===== config.mk =====
export PLATFORM = sky130hd
export DESIGN_NAME = wb_arbiter_rr
export DESIGN_NICKNAME = d
export VERILOG_FILES = /design/src/rtl/wb_arb_pkg.sv /design/src/rtl/wb_arb_rr_pick.sv /design/src/rtl/wb_arbiter_rr.sv
export SDC_FILE = /design/constraint.sdc
export NUM_CORES = 1
export LEC_CHECK = 0
export CELL_PAD_IN_SITES_DETAIL_PLACEMENT = 1
export CELL_PAD_IN_SITES_GLOBAL_PLACEMENT = 1
export CORE_AREA = 4 4 171 173
export DETAILED_ROUTE_END_ITERATION = 10
export DIE_AREA = 0 0 175 177
export HOLD_SLACK_MARGIN = 0.02
export PLACE_DENSITY_LB_ADDON = 0.1
export SLEW_MARGIN = 10
export SYNTH_ARGS = -nofsm -noshare
export SYNTH_HDL_FRONTEND = slang
export SYNTH_SLANG_ARGS = --single-unit

===== constraint.sdc =====
create_clock -name wb_clk_i -period 3.2 [get_ports wb_clk_i]
set_clock_uncertainty 0.05 [all_clocks]
set_input_delay 0.32 -clock wb_clk_i [delete_from_list [all_inputs] [get_ports wb_clk_i]]
set_output_delay 0.32 -clock wb_clk_i [all_outputs]
set_load 0.1 [all_outputs]

===== src/rtl/wb_arb_pkg.sv =====
// rtl/wb_arb_pkg.sv - shared types and Wishbone cycle/burst encodings for the round-robin arbiter
package wb_arb_pkg;

  typedef enum logic {ARB_IDLE, ARB_OWNED} arb_state_e;

  localparam logic [2:0] CTI_CLASSIC = 3'b000;
  localparam logic [2:0] CTI_CONST   = 3'b001;
  localparam logic [2:0] CTI_INCR    = 3'b010;
  localparam logic [2:0] CTI_EOB     = 3'b111;

  localparam logic [1:0] BTE_LINEAR = 2'b00;
  localparam logic [1:0] BTE_WRAP4  = 2'b01;
  localparam logic [1:0] BTE_WRAP8  = 2'b10;
  localparam logic [1:0] BTE_WRAP16 = 2'b11;

  // Index width that stays legal for a single-master build.
  function automatic int idx_width(input int n);
    return (n > 1) ? $clog2(n) : 1;
  endfunction

endpackage


===== src/rtl/wb_arb_rr_pick.sv =====
// rtl/wb_arb_rr_pick.sv - combinational round-robin picker: first requester after last_grant, wrapping
module wb_arb_rr_pick
  import wb_arb_pkg::*;
#(
  parameter int NUM_REQ = 3,
  parameter int IW      = idx_width(NUM_REQ)
) (
  input  logic [NUM_REQ-1:0] req,
  input  logic [IW-1:0]      last_grant,
  output logic               valid,
  output logic [IW-1:0]      index
);

  int          cand;
  logic [IW-1:0] cand_idx;

  always_comb begin
    valid    = 1'b0;
    index    = '0;
    cand     = 0;
    cand_idx = '0;
    // last_grant itself is searched last, so a lone requester can win again.
    for (int i = 1; i <= NUM_REQ; i++) begin
      cand     = (int'(last_grant) + i) % NUM_REQ;
      cand_idx = IW'(cand);
      if (!valid && req[cand_idx]) begin
        valid = 1'b1;
        index = cand_idx;
      end
    end
  end

endmodule


===== src/rtl/wb_arbiter_rr.sv =====
// rtl/wb_arbiter_rr.sv - N-master to 1-slave Wishbone B3 round-robin arbiter
// Optional bus watchdog enabled by defining WB_ARB_WATCHDOG_EN.
module wb_arbiter_rr
  import wb_arb_pkg::*;
#(
  parameter int NUM_MASTERS    = 3,
  parameter int AW             = 32,
  parameter int DW             = 32,
  parameter int TIMEOUT_CYCLES = 1023
) (
  input  logic                          wb_clk_i,
  input  logic                          wb_rst_n_i,
  input  logic [NUM_MASTERS*AW-1:0]     wbm_adr_i,
  input  logic [NUM_MASTERS*DW-1:0]     wbm_dat_i,
  input  logic [NUM_MASTERS*(DW/8)-1:0] wbm_sel_i,
  input  logic [NUM_MASTERS-1:0]        wbm_we_i,
  input  logic [NUM_MASTERS-1:0]        wbm_cyc_i,
  input  logic [NUM_MASTERS-1:0]        wbm_stb_i,
  input  logic [NUM_MASTERS*3-1:0]      wbm_cti_i,
  input  logic [NUM_MASTERS*2-1:0]      wbm_bte_i,
  output logic [NUM_MASTERS*DW-1:0]     wbm_dat_o,
  output logic [NUM_MASTERS-1:0]        wbm_ack_o,
  output logic [NUM_MASTERS-1:0]        wbm_err_o,
  output logic [NUM_MASTERS-1:0]        wbm_rty_o,
  output logic [AW-1:0]                 wbs_adr_o,
  output logic [DW-1:0]                 wbs_dat_o,
  output logic [DW/8-1:0]               wbs_sel_o,
  output logic                          wbs_we_o,
  output logic                          wbs_cyc_o,
  output logic                          wbs_stb_o,
  output logic [2:0]                    wbs_cti_o,
  output logic [1:0]                    wbs_bte_o,
  input  logic [DW-1:0]                 wbs_dat_i,
  input  logic                          wbs_ack_i,
  input  logic                          wbs_err_i,
  input  logic                          wbs_rty_i
);

  localparam int SW = DW / 8;
  localparam int IW = idx_width(NUM_MASTERS);

  arb_state_e    state_q, state_d;
  logic [IW-1:0] owner_q, owner_d;
  logic [IW-1:0] last_q, last_d;
  logic          pick_valid;
  logic [IW-1:0] pick_idx;
  logic          owned, owner_cyc, arb_en, stb_raw, wd_fire;

  assign owned     = (state_q == ARB_OWNED);
  assign owner_cyc = wbm_cyc_i[owner_q];
  // Re-arbitrate whenever the bus is free, including the cycle the owner lets go.
  assign arb_en    = !owned || !owner_cyc;

  wb_arb_rr_pick #(.NUM_REQ(NUM_MASTERS), .IW(IW)) u_pick (
    .req        (wbm_cyc_i),
    .last_grant (last_q),
    .valid      (pick_valid),
    .index      (pick_idx)
  );

  always_ff @(posedge wb_clk_i or negedge wb_rst_n_i) begin
    if (!wb_rst_n_i) begin
      state_q <= ARB_IDLE;
      owner_q <= '0;
      last_q  <= IW'(NUM_MASTERS - 1);
    end else begin
      state_q <= state_d;
      owner_q <= owner_d;
      last_q  <= last_d;
    end
  end

  always_comb begin
    state_d = state_q;
    owner_d = owner_q;
    last_d  = last_q;
    if (arb_en) begin
      if (pick_valid) begin
        state_d = ARB_OWNED;
        owner_d = pick_idx;
        last_d  = pick_idx;
      end else begin
        state_d = ARB_IDLE;
      end
    end
  end

  assign stb_raw   = owned && wbm_stb_i[owner_q];
  assign wbs_stb_o = stb_raw && !wd_fire;
  assign wbm_dat_o = {NUM_MASTERS{wbs_dat_i}};

  always_comb begin
    wbs_adr_o = '0;
    wbs_dat_o = '0;
    wbs_sel_o = '0;
    wbs_we_o  = 1'b0;
    wbs_cyc_o = 1'b0;
    wbs_cti_o = '0;
    wbs_bte_o = '0;
    wbm_ack_o = '0;
    wbm_err_o = '0;
    wbm_rty_o = '0;
    if (owned) begin
      wbs_adr_o = wbm_adr_i[owner_q*AW +: AW];
      wbs_dat_o = wbm_dat_i[owner_q*DW +: DW];
      wbs_sel_o = wbm_sel_i[owner_q*SW +: SW];
      wbs_we_o  = wbm_we_i[owner_q];
      wbs_cyc_o = owner_cyc;
      wbs_cti_o = wbm_cti_i[owner_q*3 +: 3];
      wbs_bte_o = wbm_bte_i[owner_q*2 +: 2];
      wbm_ack_o[owner_q] = wbs_ack_i;
      wbm_err_o[owner_q] = wbs_err_i || wd_fire;
      wbm_rty_o[owner_q] = wbs_rty_i;
    end
  end

`ifdef WB_ARB_WATCHDOG_EN
  localparam int CW = $clog2(TIMEOUT_CYCLES + 1);

  logic [CW-1:0] wd_cnt;
  logic          slv_term;

  assign slv_term = owned && (wbs_ack_i || wbs_err_i || wbs_rty_i);
  // Fires on the TIMEOUT_CYCLES-th stalled strobe; any real termination that cycle wins.
  assign wd_fire  = stb_raw && !slv_term && (wd_cnt == CW'(TIMEOUT_CYCLES - 1));

  always_ff @(posedge wb_clk_i or negedge wb_rst_n_i) begin
    if (!wb_rst_n_i) begin
      wd_cnt <= '0;
    end else if (arb_en || slv_term || wd_fire) begin
      wd_cnt <= '0;
    end else if (stb_raw) begin
      wd_cnt <= wd_cnt + 1'b1;
    end
  end
`else
  assign wd_fire = 1'b0;
`endif

endmodule

==> impl_metrics.env <==
export IMPL_path_cells="buf_4 > nor2b_4 > buf_4 > nand2_1 > o21ai_1 > and2_1 > buf_12"
export IMPL_cp_num_cells=7
export IMPL_setup_viol=0
export IMPL_die_area_mm2=0.0310
export IMPL_place_congestion=0.743
export IMPL_yosys_top_cells_area="mux2i_1, buf_4, and2_1"
export IMPL_drc=0
export IMPL_row_count=61
export IMPL_internal_power_w=0.00355
export IMPL_start_kind="flop"
export IMPL_crit_type="reg -> out"
export IMPL_grt_pass1_wl_um=27600
export IMPL_grt_pass1_vias=4409
export IMPL_ys_warn_count=0
export IMPL_clkPwrFrac_pct=2.1
export IMPL_rsz0062_at_grt="false"
export IMPL_period_needed_ns=2.61
export IMPL_tightestPinTransition_ns=0.504
export IMPL_combPwrFrac_pct=96.1
export IMPL_setup_tns_ns=0
export IMPL_slew_violations=0
export IMPL_cts_buffer_depth=2
export IMPL_grt_use_total_pct=11.4
export IMPL_cts_sinks=4
export IMPL_synthArstFlopShare_pct=100
export IMPL_routed_via_count=3902
export IMPL_path_max_fanout=43
export IMPL_cts_root_buf="clkbuf_16"
export IMPL_dieHeight_um=177
export IMPL_cpMostUsedCell="buf_4"
export IMPL_cts_resized=0
export IMPL_synth_distinct_cells=31
export IMPL_synth_edf_count=0
export IMPL_grt_overflow=0
export IMPL_area_delta_synth_final_pct=113
export IMPL_synth_most_common_cell="buf_4"
export IMPL_syn_inst=489
export IMPL_synth_fp_nets=757
export IMPL_worst_hold_slack_ns=0.261
export IMPL_h_tree_depth=1
export IMPL_hold_path_class="in -> async"
export IMPL_dieWidth_um=175
export IMPL_routed_wl_um=18800
export IMPL_p_sw_w=0.00625
export IMPL_wire_per_inst_um=17.7
export IMPL_portBuffers=317
export IMPL_synth_top_area_share_pct=24.0
export IMPL_r2r_slack_ns=0.90
export IMPL_slowest_stage="buf_4"
export IMPL_r2r_start="owner_q[0]"
export IMPL_end_kind="primary output"
export IMPL_power_density_mw_per_mm2=1420
export IMPL_hold_viol=0
export IMPL_clkTransAtPathRegs_ns=0.03
export IMPL_crit_required_ns=2.83
export IMPL_vdd_drop_max_mv=0.590
export IMPL_synth_area_leader_cell="mux2i_1"
export IMPL_power_leakage_nw=2.68
export IMPL_multi_input_area_mm2=0.00222
export IMPL_hold_buffers=0
export IMPL_r2r_end="owner_q[0]"
export IMPL_worst_r2r_cell_count=6
export IMPL_grt_max_degree=48
export IMPL_vias_per_cell=3.67
export IMPL_postCtsSetupBuffers=0
export IMPL_drv_cap=0
export IMPL_relSlewSlack_pct=66.4
export IMPL_drt_iter0_markers=114
export IMPL_clock_latency_ns=0.23
export IMPL_outcome="finished clean"
export IMPL_antenna_found_initial=1
export IMPL_synthesis_area_mm2=0.00326
export IMPL_n_antenna_cell=0
export IMPL_design_core_area_mm2=0.0276
export IMPL_critPathMaxStageDelay_ns=0.43
export IMPL_timing_fmax_mhz=383
export IMPL_synth_common_cells="buf_4, and2_1, mux2i_1"
export IMPL_ys_seq_area_share_pct=3.11
export IMPL_fin_crit_sh_pct=81.7
export IMPL_swShare_pct=63.8
export IMPL_path_delay_family="buffers and inverters"
export IMPL_first_pass_iters=4
export IMPL_cts_tree="yes"
export IMPL_seqPwrFrac_pct=1.8
export IMPL_top_level_ports=446
export IMPL_ys_seq_elements=4
export IMPL_drtAntennaViolNets=0
export IMPL_numCtsBuffers=3
export IMPL_synthFlopType="dfrtp_1"
export IMPL_cp_num_buf_inv=3
export IMPL_layout_nets=953
export IMPL_regArea_um2=108
export IMPL_synth_avg_cell_area_um2=6.66
export IMPL_dp_hpwl_um=15700
export IMPL_start_util_pct=11.8
export IMPL_cp_arrival_ns=2.24
export IMPL_n_fill_cell=3232
export IMPL_drive_gt1_share_pct=15.2
-- layer usage --
metal | up-vias | global-route usage (%) | wire length, um
met3 | 15 | 3.65 | 1580
li1 | 1916 | - | -
met5 | - | 0 | 0
met1 | 1768 | 12.2 | 6900
met4 | 0 | 1.70 | 187
met2 | 203 | 22.2 | 10100
-- how the worst max path moves through the flow --
stage,startpoint,end,slack (ns)
after floorplan,owner_q[0],wbs_cti_o[0],0.85
after global placement,owner_q[0],wbs_sel_o[1],0.78
after detailed placement,owner_q[0],wbs_adr_o[0],0.73
after CTS,owner_q[0],wbs_adr_o[0],0.50
after global routing,owner_q[0],wbs_adr_o[0],0.37
final,owner_q[0],wbs_adr_o[1],0.59
-- state kept, by name, indices dropped and copies added (netlist names) --
name	count
last_q	1
owned	1
owner_q	2
-- through the flow --
| stage | cells | utilization [%] | setup slack [ns] | total power (W) | instance area, um^2 |
|---|---|---|---|---|---|
| finish | 1062 | 25.1 | 0.586 | 0.00980 | 6920 |
| global route | 1062 | 25.1 | 0.372 | 0.0102 | 6920 |
| CTS | 1062 | 25.1 | 0.503 | 0.00996 | 6920 |
| detailed placement | 1058 | 24.8 | 0.732 | 0.00974 | 6840 |
| global placement | 1058 | 24.8 | 0.782 | 0.00970 | 6840 |
| floorplan | 489 | - | 0.852 | 0.00678 | 3260 |
-- final cells by class --
cell class / count / area share, %
repair buffers: 326 / 58.0
well taps: 378 / 6.83
inverters: 6 / 0.325
clock buffers: 4 / 1.14
multi-input cells: 344 / 32.1
flip-flops and latches: 4 / 1.55
-- cells in the final DEF (no fill, tap or decap), drive strengths merged --
cell           count
a21o               1
inv                6
o22ai              2
a22oi              1
a222oi             1
a22o               1
buf               94
nor2b              2
and3               5
dfstp              1
o22a               1
o221ai             1
o311a              1
dfrtp              3
clkbuf             4
and2              82
nor2               1
nand3b             3
o31a               1
nand3              3
nand2             76
mux2i             78
mux2               3
o21ai             77
a32oi              1
clkdlybuf4s50    232
ha                 3
-- power groups by stage --
stage,Sequential [W],Clock (W),Combinational [W]
after CTS,0.000181,0.000207,0.00957
after global placement,0.000182,0,0.00952
after global routing,0.000187,0.000214,0.00983
after detailed placement,0.000182,0,0.00956
after floorplan,0.0000844,0,0.00669
final,0.000172,0.000205,0.00942
-- cell families after synthesis --
logic type	Yosys count	synth area share, %
AND/OR/NAND/NOR	172	27.1
buffers and inverters	141	28.8
AO/OA/AOI/OAI	88	14.6
multiplexers	81	25.1
flip-flops	4	3.11
adder cells (fa/ha/maj)	3	1.15
Power figures use the tool's default switching activity.
